==> src/rtl/nixie_pkg.sv <==
// nixie_pkg
//   Shared definitions for the multiplexed digit scan controller:
//   blank segment pattern, brightness phase type and the hex to
//   seven-segment (active-low, g..a) lookup used by seg7_decode.
package nixie_pkg;

    // All segments (including dp) dark on a common-anode array.
    localparam logic [7:0] SEG_BLANK = 8'hFF;

    // Brightness phases per digit slot; phase_t wraps naturally at 16.
    localparam int PHASES = 16;
    typedef logic [3:0] phase_t;

    // Hex nibble to active-low segments, bit 6 = g ... bit 0 = a.
    // The decimal point is handled separately by the caller.
    function automatic logic [6:0] hex2seg(input logic [3:0] hex);
        logic [6:0] seg;
        case (hex)
            4'h0:    seg = 7'h40;
            4'h1:    seg = 7'h79;
            4'h2:    seg = 7'h24;
            4'h3:    seg = 7'h30;
            4'h4:    seg = 7'h19;
            4'h5:    seg = 7'h12;
            4'h6:    seg = 7'h02;
            4'h7:    seg = 7'h78;
            4'h8:    seg = 7'h00;
            4'h9:    seg = 7'h10;
            4'hA:    seg = 7'h08;
            4'hB:    seg = 7'h03;
            4'hC:    seg = 7'h46;
            4'hD:    seg = 7'h21;
            4'hE:    seg = 7'h06;
            4'hF:    seg = 7'h0E;
            default: seg = 7'h7F;
        endcase
        return seg;
    endfunction

endpackage

==> src/rtl/seg7_decode.sv <==
// seg7_decode
//   Combinational hex to seven-segment decoder, active-low outputs.
//   Ports:
//     i_hex  in  4  hex nibble
//     o_seg  out 7  segments g..a, 0 = lit
module seg7_decode
    import nixie_pkg::*;
(
    input  logic [3:0] i_hex,
    output logic [6:0] o_seg
);

    assign o_seg = hex2seg(i_hex);

endmodule

==> src/rtl/nixie_scan_ctrl.sv <==
// nixie_scan_ctrl
//   Time-multiplexed scan controller for a common-anode digit array.
//   Each digit owns a slot of 16 brightness phases of PHASE_LEN cycles;
//   the digit is lit during phases 0..brightness. Display data is
//   double-buffered (pending -> shadow) and swapped only on frame wrap.
//   Ports:
//     clk         in   1         clock
//     rst         in   1         synchronous active-high reset
//     en          in   1         display enable (counters always run)
//     load        in   1         strobe: capture data/dp/blank
//     data        in   4*DIGITS  hex nibble per digit, digit i at [4i+3:4i]
//     dp          in   DIGITS    decimal point per digit, 1 = lit
//     blank       in   DIGITS    per-digit blank, 1 = dark
//     brightness  in   4         lit phases = brightness+1
//     sel         out  DIGITS    one-hot active-low digit select
//     seg         out  8         active-low segments, [7] = dp
//     frame_done  out  1         one-cycle pulse after each frame wrap
module nixie_scan_ctrl
    import nixie_pkg::*;
#(
    parameter int DIGITS    = 8,
    parameter int PHASE_LEN = 3125
) (
    input  logic                  clk,
    input  logic                  rst,
    input  logic                  en,
    input  logic                  load,
    input  logic [4*DIGITS-1:0]   data,
    input  logic [DIGITS-1:0]     dp,
    input  logic [DIGITS-1:0]     blank,
    input  logic [3:0]            brightness,
    output logic [DIGITS-1:0]     sel,
    output logic [7:0]            seg,
    output logic                  frame_done
);

    localparam int PCW = (PHASE_LEN > 1) ? $clog2(PHASE_LEN) : 1;
    localparam int IW  = (DIGITS > 1) ? $clog2(DIGITS) : 1;
    localparam logic [PCW-1:0] PC_LAST  = PCW'(PHASE_LEN - 1);
    localparam logic [IW-1:0]  IDX_LAST = IW'(DIGITS - 1);
    localparam phase_t         PH_LAST  = phase_t'(PHASES - 1);

    // Scan counters
    logic [PCW-1:0]      r_pcnt;
    phase_t              r_phase;
    logic [IW-1:0]       r_idx;

    // Pending (written by load) and shadow (drives outputs) buffers
    logic                r_pend;
    logic [4*DIGITS-1:0] r_data_pd;
    logic [DIGITS-1:0]   r_dp_pd;
    logic [DIGITS-1:0]   r_blank_pd;
    logic [4*DIGITS-1:0] r_data_sh;
    logic [DIGITS-1:0]   r_dp_sh;
    logic [DIGITS-1:0]   r_blank_sh;

    // Output registers
    logic [DIGITS-1:0]   r_sel;
    logic [7:0]          r_seg;
    logic                r_frame_done;

    logic                w_pwrap;
    logic                w_phwrap;
    logic                w_fwrap;
    logic [PCW-1:0]      w_pcnt_nxt;
    phase_t              w_phase_nxt;
    logic [IW-1:0]       w_idx_nxt;
    logic [4*DIGITS-1:0] w_data_sh_nxt;
    logic [DIGITS-1:0]   w_dp_sh_nxt;
    logic [DIGITS-1:0]   w_blank_sh_nxt;
    logic [3:0]          w_nib;
    logic [6:0]          w_seg7;
    logic                w_dp_bit;
    logic                w_blank_bit;
    logic                w_lit;
    logic [DIGITS-1:0]   w_sel_nxt;
    logic [7:0]          w_seg_nxt;

    assign w_pwrap  = (r_pcnt == PC_LAST);
    assign w_phwrap = w_pwrap && (r_phase == PH_LAST);
    assign w_fwrap  = w_phwrap && (r_idx == IDX_LAST);

    // Next scan position
    always_comb begin
        w_pcnt_nxt  = r_pcnt + 1'b1;
        w_phase_nxt = r_phase;
        w_idx_nxt   = r_idx;
        if (w_pwrap) begin
            w_pcnt_nxt  = '0;
            w_phase_nxt = r_phase + 1'b1;
        end
        if (w_phwrap) begin
            if (r_idx == IDX_LAST) w_idx_nxt = '0;
            else                   w_idx_nxt = r_idx + 1'b1;
        end
    end

    // Shadow swap at frame wrap. A load landing exactly on the wrap cycle
    // goes straight to the shadow so it is not delayed by a whole frame.
    always_comb begin
        w_data_sh_nxt  = r_data_sh;
        w_dp_sh_nxt    = r_dp_sh;
        w_blank_sh_nxt = r_blank_sh;
        if (w_fwrap && load) begin
            w_data_sh_nxt  = data;
            w_dp_sh_nxt    = dp;
            w_blank_sh_nxt = blank;
        end else if (w_fwrap && r_pend) begin
            w_data_sh_nxt  = r_data_pd;
            w_dp_sh_nxt    = r_dp_pd;
            w_blank_sh_nxt = r_blank_pd;
        end
    end

    // Output mux works on the next scan position and next shadow so the
    // registered outputs line up with the counters: the new frame's data
    // and digit 0 appear in the same cycle as frame_done.
    assign w_nib       = w_data_sh_nxt[{w_idx_nxt, 2'b00} +: 4];
    assign w_dp_bit    = w_dp_sh_nxt[w_idx_nxt];
    assign w_blank_bit = w_blank_sh_nxt[w_idx_nxt];
    assign w_lit       = en && !w_blank_bit && (w_phase_nxt <= brightness);

    seg7_decode u_dec (
        .i_hex (w_nib),
        .o_seg (w_seg7)
    );

    always_comb begin
        w_sel_nxt = '1;
        w_seg_nxt = SEG_BLANK;
        if (w_lit) begin
            w_sel_nxt[w_idx_nxt] = 1'b0;
            w_seg_nxt            = {~w_dp_bit, w_seg7};
        end
    end

    always_ff @(posedge clk) begin
        if (rst) begin
            r_pcnt       <= '0;
            r_phase      <= '0;
            r_idx        <= '0;
            r_pend       <= 1'b0;
            r_data_pd    <= '0;
            r_dp_pd      <= '0;
            r_blank_pd   <= '0;
            r_data_sh    <= '0;
            r_dp_sh      <= '0;
            r_blank_sh   <= '0;
            r_sel        <= '1;
            r_seg        <= SEG_BLANK;
            r_frame_done <= 1'b0;
        end else begin
            r_pcnt       <= w_pcnt_nxt;
            r_phase      <= w_phase_nxt;
            r_idx        <= w_idx_nxt;
            r_data_sh    <= w_data_sh_nxt;
            r_dp_sh      <= w_dp_sh_nxt;
            r_blank_sh   <= w_blank_sh_nxt;
            r_sel        <= w_sel_nxt;
            r_seg        <= w_seg_nxt;
            r_frame_done <= w_fwrap;
            if (w_fwrap) begin
                r_pend <= 1'b0;
            end else if (load) begin
                r_pend     <= 1'b1;
                r_data_pd  <= data;
                r_dp_pd    <= dp;
                r_blank_pd <= blank;
            end
        end
    end

    assign sel        = r_sel;
    assign seg        = r_seg;
    assign frame_done = r_frame_done;

endmodule

==> config.mk <==
export PLATFORM = sky130hd
export DESIGN_NAME = nixie_scan_ctrl
export DESIGN_NICKNAME = d
export VERILOG_FILES = /design/src/rtl/nixie_pkg.sv /design/src/rtl/seg7_decode.sv /design/src/rtl/nixie_scan_ctrl.sv
export SDC_FILE = /design/constraint.sdc
export NUM_CORES = 1
export LEC_CHECK = 0
export ABC_AREA = 1
export ABC_CLOCK_PERIOD_IN_PS = 6850
export CORE_UTILIZATION = 45
export CTS_CLUSTER_DIAMETER = 120
export CTS_CLUSTER_SIZE = 40
export DETAILED_ROUTE_END_ITERATION = 8
export PLACE_DENSITY = 0.64
export SYNTH_ARGS = -nofsm -noshare
export SYNTH_HDL_FRONTEND = slang
export SYNTH_HIERARCHICAL = 1
export SYNTH_SLANG_ARGS = --single-unit
export TNS_END_PERCENT = 1
==> constraint.sdc <==
create_clock -name clk -period 6.85 [get_ports clk]
set_input_delay 1.0275 -clock clk [delete_from_list [all_inputs] [get_ports clk]]
set_output_delay 1.0275 -clock clk [all_outputs]
set_load 0.05 [all_outputs]
==> flow_metrics.env <==
export IMPL_fmax_mhz=245
export IMPL_drt_first_pass_iters=6
export IMPL_cts_tree="done"
export IMPL_io_pins=73
export IMPL_critPathArrivalTime_ns=4.37
export IMPL_grt_pass1_wl_mm=26.2
export IMPL_die_width_um=119
export IMPL_min_period_ns=4.08
export IMPL_antenna_found_initial=0
export IMPL_drc=0
export IMPL_required_ns=7.15
export IMPL_yosys_area_top_type_share_pct=43.2
export IMPL_period_share_pct=59.5
export IMPL_drv_cap=0
export IMPL_clock_skew_ns=0.00744
export IMPL_regArea_um2=2660
export IMPL_via_per_inst=5.12
export IMPL_start_util_pct=46.3
export IMPL_grt_pass1_vias=5334
export IMPL_p_leak_nw=3.23
export IMPL_rsz0062_at_grt="no"
export IMPL_stdcell_count=1120
export IMPL_yosysTopAreaCell="dfxtp_1"
export IMPL_critPathLaunchType="flip-flop"
export IMPL_grt_start_max_net_pins=107
export IMPL_syn_nets=951
export IMPL_num_rows=42
export IMPL_hold_viol=0
export IMPL_cts_repair_resized=0
export IMPL_fin_setup_tns_ns=0
export IMPL_clock_latency_ns=0.42
export IMPL_most_common_layout_cells="nand2_1 (172), nor2_1 (172), dfxtp_1 (133)"
export IMPL_syn_avg_cell_area_um2=7.01
export IMPL_num_vias=5731
export IMPL_wl_per_cell_um=14.2
export IMPL_global_route_usage_total_pct=23.5
export IMPL_synth_async_reset_ratio_pct=0
export IMPL_layout_drive_gt1_share_pct=5.30
export IMPL_syn_area_um2=6160
export IMPL_fin_nets=1004
export IMPL_synth_area_top_cells="dfxtp_1 (43%), nand2_1 (10%), nor2_1 (10%)"
export IMPL_max_vdd_ir_drop_mv=0.175
export IMPL_cts_hold_buf=0
export IMPL_relSlewSlack_pct=34.9
export IMPL_status="finished clean"
export IMPL_cts_clk_slew_worst_paths_ns=0.05
export IMPL_synth_edf_count=0
export IMPL_drt_iter0_markers=447
export IMPL_drtAntennaViolNets=0
export IMPL_area_growth_syn_to_layout_pct=22.0
export IMPL_dp_cells=1089
export IMPL_synth_seq_cells=133
export IMPL_cts_sinks=133
export IMPL_synth_flop_cell="dfxtp_1"
export IMPL_timing_critical_path_slowest_stage_cell="buf_4"
export IMPL_dpl_hpwl_mm=10.6
export IMPL_antenna_cells=0
export IMPL_n_fill_cell=1250
export IMPL_routed_wl_mm=15.9
export IMPL_cts_root_buf="clkbuf_16"
export IMPL_port_buffers=72
export IMPL_htree_levels=4
export IMPL_worstPathCellList="inv_1, ha_1, inv_1, nor2_1, nand3_2, nor2_4, nand3_2, buf_4, inv_1, buf_4, nand2_1, nand3_1, o21ai_0, o21ai_0, nor2_1, nand2_1, inv_1, ha_1, nand2_1, nand3_1, nand2_1, inv_1, nand2_1"
export IMPL_synthCells=879
export IMPL_drv_slew=0
export IMPL_tightest_slew_ns=0.976
export IMPL_ys_types=36
export IMPL_gp_congestion=0.914
export IMPL_core_area_um2=13300
export IMPL_min_path_type="reg2reg"
export IMPL_cts_buffers=17
export IMPL_synth_seq_area_share_pct=43.2
export IMPL_clock_path_buffers=2
export IMPL_multi_input_area_um2=3040
export IMPL_die_h_um=119
export IMPL_synth_warnings=6
export IMPL_powerDensity_nw_per_um2=238
export IMPL_die_area_um2=14200
export IMPL_setup_violations=0
export IMPL_end_kind="flip-flop"
export IMPL_cpPeakStageDelay_ns=0.41
export IMPL_cts_setup_buffers=0
export IMPL_grt_overflow=0
export IMPL_path_class="reg2reg"
export IMPL_cp_max_fo=49
==> critical path, delay by kind of cell, from the launching register on <==
| family | cells | cell delay [ns] |
|---|---|---|
| AND/OR/NAND/NOR | 12 | 1.24 |
| flip-flops | 1 | 0.34 |
| adder cells (fa/ha/maj) | 2 | 0.49 |
| buffers and inverters | 7 | 1.37 |
| AO/OA/AOI/OAI | 2 | 0.45 |
==> cell families (layout without fill, tap and decap cells) <==
kind of cell	after synthesis	after routing	share of synthesized area, %
flops	133	133	43.2
xor+xnor	6	6	0.853
simple gates	470	470	32.9
fa+ha+maj	16	16	3.25
buf+inv	114	179	7.43
compound gates	140	140	12.3
==> routing by layer <==
metal  wire length, um  up-vias  global-route usage [%]
li1                  -     2943                       -
met1              7640     2612                    30.8
met2              7210      165                    37.6
met3               928       11                    6.27
met4               157        0                    7.36
met5                 0        -                       0
==> per-stage QoR <==
| stage | util [%] | hold WS [ns] | instance area, um^2 | total power, mW | setup WS (ns) |
|---|---|---|---|---|---|
| detailed placement | 52.3 | 0.453 | 6950 | 0.938 | 2.82 |
| floorplan | - | 0.430 | 6160 | 0.879 | 4.00 |
| finish | 56.5 | 0.463 | 7520 | 1.79 | 2.77 |
| CTS | 56.5 | 0.461 | 7520 | 1.81 | 2.79 |
| global placement | 52.3 | 0.440 | 6950 | 0.935 | 2.88 |
| global route | 56.5 | 0.483 | 7520 | 1.85 | 2.31 |
==> state kept, by name, summed over array words and instances, names as in the netlist <==
| name | cells |
|---|---|
| r_dp_sh | 8 |
| sel | 8 |
| r_blank_pd | 8 |
| seg | 8 |
| r_pcnt | 12 |
| r_idx | 3 |
| r_data_sh | 32 |
| r_dp_pd | 8 |
| frame_done | 1 |
| r_data_pd | 32 |
| r_pend | 1 |
| r_blank_sh | 8 |
| r_phase | 4 |
==> where the power goes <==
part	internal [mW]	total, mW	switching (mW)
clock network	0.554	0.871	0.317
logic	0.0492	0.111	0.0618
registers	0.798	0.811	0.0125
total	1.40	1.79	0.391
==> synth_stat cells, types with 6 or more instances <==
master and count:
a21oi_1 16, buf_2 6, clkbuf_1 31, dfxtp_1 133, ha_1 16, inv_1 64
nand2_1 172, nand3_1 86, nand4_1 6, nor2_1 172, o211ai_1 18, o21ai_0 99
or2_1 7
==> cell type report <==
cell class              instances  share of cell area (%)
multi-input cells             632                    40.4
flip-flops and latches        133                    35.4
repair buffers                 79                    10.2
clock buffers                  28                    7.01
inverters                      69                    3.45
well taps                     176                    2.93
clock inverters                 3                   0.533
==> worst paths after layout <==
kind                endpoint       start  depth (start not counted)  slack [ns]
setup / recovery      seg[3]   r_pcnt[0]                         23        2.77
hold / removal    r_dp_pd[1]  r_dp_pd[1]                          2        0.46
setup reg to reg      seg[3]   r_pcnt[0]                         23        2.77
hold reg to reg   r_dp_pd[1]  r_dp_pd[1]                          2        0.46
Power figures use the tool's default switching activity.
